## src/rtl/powerup_pkg.sv

```systemverilog
// Shared definitions for the power-up scheduler, power-pack and paddle blocks.
package powerup_pkg;

    // Width of a power-pack mode code.
    localparam int MODE_W = 2;

    // Width of the frame counters used for delays and effect timers.
    localparam int CNT_W = 10;

    // Unit increment for frame counters.
    localparam logic [CNT_W-1:0] CNT_ONE = 10'd1;

    typedef logic [MODE_W-1:0] mode_t;

    // Power-pack effect codes.
    localparam mode_t MODE_SHRINK = 2'b00;
    localparam mode_t MODE_BOOST  = 2'b01;
    localparam mode_t MODE_IDK    = 2'b10;
    localparam mode_t MODE_SHIELD = 2'b11;

    // Scheduler FSM states.
    typedef enum logic [1:0] {
        ST_IDLE  = 2'd0,
        ST_DELAY = 2'd1,
        ST_SPAWN = 2'd2,
        ST_LIVE  = 2'd3
    } sched_state_e;

    // Which player won the most recent simultaneous hit.
    typedef enum logic {
        TIE_P1 = 1'b0,
        TIE_P2 = 1'b1
    } tie_winner_e;

endpackage

```

## src/rtl/effect_timer.sv

```systemverilog
// Per-player effect timer: holds the awarded mode and counts the effect down in frames.
module effect_timer
    import powerup_pkg::*;
#(
    parameter logic [CNT_W-1:0] EFFECT_TIME = 10'd480
) (
    input  logic              clk,
    input  logic              reset,
    input  logic              load,
    input  logic              tick,
    input  logic              clear,
    input  logic [MODE_W-1:0] mode_in,
    output logic              active,
    output logic [MODE_W-1:0] mode
);

    logic [CNT_W-1:0] timer_q, timer_d;
    logic             active_q, active_d;
    mode_t            mode_q, mode_d;

    // Clear beats load, and a load beats a same-cycle expiry so a fresh award always sticks.
    always_comb begin
        timer_d  = timer_q;
        active_d = active_q;
        mode_d   = mode_q;
        if (clear) begin
            timer_d  = '0;
            active_d = 1'b0;
        end else if (load) begin
            timer_d  = EFFECT_TIME;
            active_d = 1'b1;
            mode_d   = mode_in;
        end else if (active_q && tick) begin
            timer_d  = timer_q - CNT_ONE;
            active_d = (timer_q != CNT_ONE);
        end
    end

    // Timer, active flag and mode register; the mode is kept after expiry.
    always_ff @(posedge clk) begin
        if (reset) begin
            timer_q  <= '0;
            active_q <= 1'b0;
            mode_q   <= MODE_SHRINK;
        end else begin
            timer_q  <= timer_d;
            active_q <= active_d;
            mode_q   <= mode_d;
        end
    end

    assign active = active_q;
    assign mode   = mode_q;

endmodule

```

## src/rtl/powerup_scheduler.sv

```systemverilog
// Decides when a power pack appears, how long it stays, and which player gets its effect.
module powerup_scheduler
    import powerup_pkg::*;
#(
    parameter logic [CNT_W-1:0] SPAWN_DELAY = 10'd300,
    parameter logic [CNT_W-1:0] LIVE_TIME   = 10'd600,
    parameter logic [CNT_W-1:0] EFFECT_TIME = 10'd480
) (
    input  logic              clk,
    input  logic              reset,
    input  logic              frame_tick,
    input  logic              game_on,
    input  logic              hit1,
    input  logic              hit2,
    input  logic [MODE_W-1:0] pack_mode,
    output logic              spawn,
    output logic              eaten,
    output logic              live,
    output logic [MODE_W-1:0] p1_mode,
    output logic [MODE_W-1:0] p2_mode,
    output logic              p1_active,
    output logic              p2_active
);

    sched_state_e     state_q, state_d;
    logic [CNT_W-1:0] cnt_q, cnt_d;
    tie_winner_e      last_tie_q, last_tie_d;
    logic [CNT_W-1:0] cnt_inc;
    logic             award1, award2;

    // State, shared frame counter and tie-break memory.
    always_ff @(posedge clk) begin
        if (reset) begin
            state_q    <= ST_IDLE;
            cnt_q      <= '0;
            last_tie_q <= TIE_P2;
        end else begin
            state_q    <= state_d;
            cnt_q      <= cnt_d;
            last_tie_q <= last_tie_d;
        end
    end

    // Next state, counter update and award decision; the counter restarts on every state change.
    always_comb begin
        state_d    = state_q;
        cnt_d      = cnt_q;
        last_tie_d = last_tie_q;
        award1     = 1'b0;
        award2     = 1'b0;
        cnt_inc    = cnt_q + CNT_ONE;
        if (!game_on) begin
            state_d = ST_IDLE;
            cnt_d   = '0;
        end else begin
            case (state_q)
                ST_IDLE: begin
                    state_d = ST_DELAY;
                    cnt_d   = '0;
                end
                ST_DELAY: begin
                    if (frame_tick) begin
                        if (cnt_inc == SPAWN_DELAY) begin
                            state_d = ST_SPAWN;
                            cnt_d   = '0;
                        end else begin
                            cnt_d = cnt_inc;
                        end
                    end
                end
                ST_SPAWN: begin
                    state_d = ST_LIVE;
                    cnt_d   = '0;
                end
                ST_LIVE: begin
                    if (hit1 || hit2) begin
                        if (hit1 && hit2) begin
                            if (last_tie_q == TIE_P2) begin
                                award1     = 1'b1;
                                last_tie_d = TIE_P1;
                            end else begin
                                award2     = 1'b1;
                                last_tie_d = TIE_P2;
                            end
                        end else begin
                            award1 = hit1;
                            award2 = hit2;
                        end
                        state_d = ST_DELAY;
                        cnt_d   = '0;
                    end else if (frame_tick) begin
                        if (cnt_inc == LIVE_TIME) begin
                            state_d = ST_DELAY;
                            cnt_d   = '0;
                        end else begin
                            cnt_d = cnt_inc;
                        end
                    end
                end
                default: begin
                    state_d = ST_IDLE;
                    cnt_d   = '0;
                end
            endcase
        end
    end

    // Pack control outputs decoded straight from the state register.
    always_comb begin
        spawn = 1'b0;
        live  = 1'b0;
        eaten = 1'b1;
        case (state_q)
            ST_SPAWN: begin
                spawn = 1'b1;
                eaten = 1'b0;
            end
            ST_LIVE: begin
                live  = 1'b1;
                eaten = 1'b0;
            end
            default: begin
                spawn = 1'b0;
                live  = 1'b0;
                eaten = 1'b1;
            end
        endcase
    end

    effect_timer #(
        .EFFECT_TIME (EFFECT_TIME)
    ) u_timer_p1 (
        .clk     (clk),
        .reset   (reset),
        .load    (award1),
        .tick    (frame_tick),
        .clear   (!game_on),
        .mode_in (pack_mode),
        .active  (p1_active),
        .mode    (p1_mode)
    );

    effect_timer #(
        .EFFECT_TIME (EFFECT_TIME)
    ) u_timer_p2 (
        .clk     (clk),
        .reset   (reset),
        .load    (award2),
        .tick    (frame_tick),
        .clear   (!game_on),
        .mode_in (pack_mode),
        .active  (p2_active),
        .mode    (p2_mode)
    );

endmodule

```

## config.mk

```make
export PLATFORM = sky130hd
export DESIGN_NAME = powerup_scheduler
export DESIGN_NICKNAME = d
export VERILOG_FILES = /design/src/rtl/powerup_pkg.sv /design/src/rtl/effect_timer.sv /design/src/rtl/powerup_scheduler.sv
export SDC_FILE = /design/constraint.sdc
export NUM_CORES = 1
export LEC_CHECK = 0
export CORE_MARGIN = 2
export CORE_UTILIZATION = 46
export DETAILED_ROUTE_END_ITERATION = 8
export PLACE_DENSITY = 0.66
export SYNTH_ARGS = -nofsm -noshare
export SYNTH_HDL_FRONTEND = slang
export SYNTH_SLANG_ARGS = --single-unit
```

## constraint.sdc

```tcl
create_clock -name clk -period 2.6 [get_ports clk]
set_input_delay 0.65 -clock clk [delete_from_list [all_inputs] [get_ports clk]]
set_output_delay 0.65 -clock clk [all_outputs]
set_load 0.005 [all_outputs]
```

==> metrics.cfg, run 1 <==
[status]
status = finished clean

[timing]
finalWorstSetupSlack_ps = 227.1
slew_headroom = 0.6685
clock_skew_ps = 6.452
setup_tns_ps = 0
setup_violations = 0
maxSlewViolCount = 0
worst_pin_slew_ps = 493.9
finalCriticalPeriod_ps = 2373
rsz0062_at_grt = no
fin_crit_sh = 0.9127
hold_viol_final = 0
max_freq_mhz = 421.4
hold_slack_ps = 478.6

[logic_synthesis]
synth_xor_area_frac = 0.07985
synth_top_area_frac = 0.3954
avgSynthCellArea_um2 = 8.854
syn_nets = 240
synthTopCellsByArea = dfxtp_1 (40%), ha_1 (5.7%), xnor2_1 (5.3%)
synth_seq_cells = 39
synth_most_common_cell = dfxtp_1
yosys-top-cells-count = dfxtp_1 (39), nor2_1 (24), a21oi_1 (15), nand2_1 (15), xnor2_1 (12)
async_reset_ff_frac = 0
synth_area_um2 = 1974
yosysWarnings = 0
synthSimpleGateAreaFrac = 0.2421
ys_seq_area_frac = 0.3954
yosysUniqueCellTypes = 43
synthFlopType = dfxtp_1
synth_edf_count = 0
synth_cells = 223
synth_top_family_by_area = simple AND/OR/NAND/NOR gates
synth.area.mux_share = 0.02535
synth_compound_area_frac = 0.1724
synth_fa_ha_area_frac = 0.05703
yosysTopAreaCell = dfxtp_1

[worst_setup_path]
crit_required_ps = 2840
worstPathArrival_ps = 2610
start_kind = input port
cp_slowest_cell = a311oi_1
worstPathCellList = clkdlybuf4s50_1, nor3b_1, buf_4, o41ai_2, a311oi_1, or2_4, o211a_4, a32o_1
cp_top_family = compound AO/OA/AOI/OAI gates
cp_max_fo = 7
max_stage_delay_ps = 460
worstSetupEndpointType = register
worst-setup-path-type = input port to register
worstPathBufferInverterCount = 2

[pwr]
irDropWorstVdd_mv = 0.3845
finalPower_w = 0.001118
p_leak_nw = 0.8847
powerDensity_nw_per_um2 = 463.4

[floorplanning]
io_pins = 17
die_h_um = 69.52
dieArea_um2 = 4832
core_area_um2 = 4058
fp-row-count = 23
die_w_um = 69.52
floorplan.initialDensity = 0.4866

[cts]
postCtsSetupRepairBufs = 0
cts_hold_buffers = 0
cts_resized = 0
cts_sinks = 39
insertion_delay_ps = 290
clk_pin_slew_ps = 80
cts_root_buf = clkbuf_8
cts_buffer_depth = 2
htree_num_levels = 2
cts_tree = yes
cts_buffers = 5

[finish]
fillers = 387
drive_gt1_frac = 0.1313
diodes = 0
final_cells = 309
synthToLayoutAreaGrowth_pct = 22.18
nNetsFinal = 275
multi_input_area_um2 = 1147
area.sequential_um2 = 780.7

[min_path]
hold_class = register to register

[placed_design]
dp_slack_ps = 17.51
io_buffers = 16
dp_hpwl_um = 2977
dp.cells = 301
gp_congestion = 0.8933

[drt]
ant_nets = 0
num_vias = 1701
drt_wl_total_um = 4027
wl_per_cell_um = 13.03
first_pass_iters = 4
drtIter0Drc = 111
drc = 0
vias_per_cell = 5.505

[grt]
grt_pass1_wl_um = 7100
overflow = 0
grtUsageTotal = 0.1778
antenna_found_initial = 0
grt_max_degree = 13
grt_pass1_vias = 1613

[run]
drv_cap = 0

==> sequential cells by signal (all words and copies together) (netlist names) <==
name and cells:
u_timer_p1.timer_q 10, u_timer_p2.active 1, last_tie_q 1, u_timer_p1.mode 2, u_timer_p1.active 1, u_timer_p2.mode 2
state_q 2, u_timer_p2.timer_q 10, cnt_q 10
==> worst paths after layout <==
kind / endpoint / cells past startpoint / slack, ps / startpoint
setup reg to reg: cnt_q[1] / 7 / 260 / cnt_q[0]
hold / removal: u_timer_p1.timer_q[3] / 2 / 480 / u_timer_p1.timer_q[3]
setup / recovery: cnt_q[1] / 8 / 230 / hit2
hold reg to reg: u_timer_p1.timer_q[3] / 2 / 480 / u_timer_p1.timer_q[3]
==> worst register-to-register path, stage by stage (launching register included) <==
cell and delay (ps):
dfxtp_1 420, ha_1 200, nand4_1 210, or2_2 380, a311oi_1 480, or2_4 240, o211a_4 200, a32o_1 160
==> final cells by class <==
cell class,count,share of cell area
Clock buffer,7,0.03994
Inverter,10,0.01556
Sequential cell,39,0.3237
Timing Repair Buffer,32,0.1162
Multi-Input combinational cell,170,0.4756
Tap cell,50,0.02593
Clock inverter,1,0.003112
==> per-layer routing <==
| metal | part of all wire | vias to the layer above | track usage |
|---|---|---|---|
| li1 | - | 884 | - |
| met5 | 0 | - | 0 |
| met1 | 0.49 | 776 | 0.2367 |
| met2 | 0.46 | 35 | 0.2853 |
| met4 | 0.012 | 0 | 0.05882 |
| met3 | 0.037 | 6 | 0.03924 |
==> stage by stage <==
stage / utilization / area (µm²)
after global routing: 0.5945 / 2412
after floorplan: - / 1974
final: 0.5945 / 2412
after detailed placement: 0.5668 / 2300
after CTS: 0.5924 / 2404
after global placement: 0.5668 / 2300
==> where the power goes <==
part           switching [W]  internal (W)   total, W
clock network       0.000206      0.000241   0.000447
logic              0.0000346     0.0000327  0.0000674
registers         0.00000370      0.000600   0.000603
==> cell usage in the layout (no fill, tap or decap), drive strengths merged, types with 6 or more instances in the layout <==
cell type / instances
dfxtp: 39
nor2: 24
clkdlybuf4s50: 16
buf: 16
nand2: 15
a21oi: 15
xnor2: 12
inv: 10
nor3: 9
nand3: 9
ha: 9
clkbuf: 7
xor2: 6
==> kinds of logic (layout without fill, tap and decap cells) <==
family                   count (synthesis)  count (layout)
buffers and inverters                   14              50
AO/OA/AOI/OAI                           45              45
flip-flops                              39              39
XOR/XNOR                                18              18
AND/OR/NAND/NOR                         93              93
multiplexers                             5               5
adder cells (fa/ha/maj)                  9               9
Power figures use the tool's default switching activity.
==> inputs of run 2 (changes only) <==
--- a/config.mk
+++ b/config.mk
@@ -5,10 +5,11 @@
 export SDC_FILE = /design/constraint.sdc
 export NUM_CORES = 1
 export LEC_CHECK = 0
+export ABC_CLOCK_PERIOD_IN_PS = 2600
 export CORE_MARGIN = 2
-export CORE_UTILIZATION = 46
+export CORE_UTILIZATION = 45
 export DETAILED_ROUTE_END_ITERATION = 8
-export PLACE_DENSITY = 0.66
+export DONT_BUFFER_PORTS = 1
 export SYNTH_ARGS = -nofsm -noshare
 export SYNTH_HDL_FRONTEND = slang
 export SYNTH_SLANG_ARGS = --single-unit
==> run 2 against run 1 <==
  * Flip-flop and latch count unchanged
  * Non-clock buffer count down 27
  * Sequential share of layout area up 3.9 points
  * Clock power down 11%
  * Clock skew up 1.8 ps
  * Design area down 11%
==> metrics.cfg, run 2 (same netlist as run 1, synthesis figures left out) <==
[cts]
cts_buffer_depth = 2
cts_hold_buffers = 0
cts_root_buf = clkbuf_8
insertion_delay_ps = 290
cts_buffers = 5
cts_resized = 0
htree_num_levels = 2
cts_sinks = 39
cts_tree = yes
clk_pin_slew_ps = 70
postCtsSetupRepairBufs = 0

[finish]
drive_gt1_frac = 0.09914
final_area_um2 = 2151
top_regs = cnt_q (10), u_timer_p1.timer_q (10), u_timer_p2.timer_q (10)
final_cells = 284
layout_common_cells = dfxtp_1 (39), nor2_1 (24), nand2_1 (15), a21oi_1 (15), xnor2_1 (12)
diodes = 0
area.sequential_um2 = 780.7
fin_util = 0.5009
layout_commonest_cell = dfxtp_1
synthToLayoutAreaGrowth_pct = 8.935
fillers = 431
multi_input_area_um2 = 1145
nNetsFinal = 248

[drt]
drc = 0
wl_per_cell_um = 13.31
first_pass_iters = 4
drtIter0Drc = 82
vias_per_cell = 5.482
ant_nets = 0
drt_wl_total_um = 3779
num_vias = 1557

[worst_setup_path]
crit_required_ps = 2780
worstSetupEndpointType = register
start_kind = register
cp_max_fo = 7
worstPathArrival_ps = 2580
worst-setup-path-type = register to register

[placed_design]
dp.cells = 276
io_buffers = 0
place_area_um2 = 2059
dp_hpwl_um = 2744
gp_congestion = 0.8795

[timing]
max_freq_mhz = 416.9
setup_tns_ps = 0
slew_headroom = 0.6153
maxSlewViolCount = 0
worst_pin_slew_ps = 574.9
hold_viol_final = 0
setup_violations = 0
fin_crit_sh = 0.9225
clock_skew_ps = 8.252
finalCriticalPeriod_ps = 2398

[grt]
antenna_found_initial = 0
grt_pass1_wl_um = 6775
overflow = 0
grtUsageTotal = 0.1711
grt_max_degree = 14
grt_pass1_vias = 1490

[floorplanning]
floorplan.initialDensity = 0.4598
fp-row-count = 24
io_pins = 17
core_area_um2 = 4294
die_h_um = 70.24
die_w_um = 70.24
dieArea_um2 = 4934

[pwr]
p_leak_nw = 0.7624
irDropWorstVdd_mv = 0.3413
finalPower_w = 0.001042
powerDensity_nw_per_um2 = 484.5

[run]
drv_cap = 0

[min_path]
hold_class = input port to register

[status]
status = finished clean

[run 2: layout make-up]
type / instances / share of cell area
Clock buffer: 6 / 0.03374
Clock inverter: 2 / 0.005817
Inverter: 10 / 0.01745
Multi-Input combinational cell: 170 / 0.5323
Sequential cell: 39 / 0.3630
Tap cell: 52 / 0.03025
Timing Repair Buffer: 5 / 0.01745
[run 2: critical path, cell delays in order, from the launching register on]
cell      delay [ps]
dfxtp_1          410
ha_1             270
nand4_1          210
o41ai_2          410
a311oi_2         100
or2_4            290
o211a_4          270
a221o_1          320
[run 2: worst paths after layout]
kind	from	end	slack (ps)	cells past startpoint
worst max-delay path	cnt_q[0]	cnt_q[3]	200	7
worst min-delay path	reset	u_timer_p2.mode[0]	420	1
worst min register to register	u_timer_p1.timer_q[3]	u_timer_p1.timer_q[3]	490	2
worst max register to register	cnt_q[0]	cnt_q[3]	200	7
[run 2: per-layer routing]
metal	wire length (µm)	vias up	part of all wire	track usage
li1	-	828	-	-
met1	1903	704	0.50	0.2299
met2	1683	20	0.45	0.2610
met3	136	5	0.036	0.05195
met4	56	0	0.015	0.05769
met5	0	-	0	0
[run 2: metrics by stage]
stage	setup WS, ps	hold slack [ps]
detailed placement	268.8	479.2
CTS	235.6	411.8
global route	-3.839	402.6
global placement	323.3	476.7
finish	201.6	418.9
floorplan	446.3	451.6
[run 2: report_power, final]
part	leakage, nW	internal, W	switching (W)
clock network	0.0412	0.000187	0.000209
registers	0.314	0.000600	0.00000342
logic	0.407	0.0000170	0.0000260
==> inputs of run 3 (changes only) <==
--- a/config.mk
+++ b/config.mk
@@ -8,6 +8,7 @@
 export ABC_CLOCK_PERIOD_IN_PS = 2600
 export CORE_MARGIN = 2
 export CORE_UTILIZATION = 45
+export CTS_CLUSTER_DIAMETER = 50
 export DETAILED_ROUTE_END_ITERATION = 8
 export DONT_BUFFER_PORTS = 1
 export SYNTH_ARGS = -nofsm -noshare
==> results of run 3 <==
Final layout, timing and power as in run 2 (identical DEF).
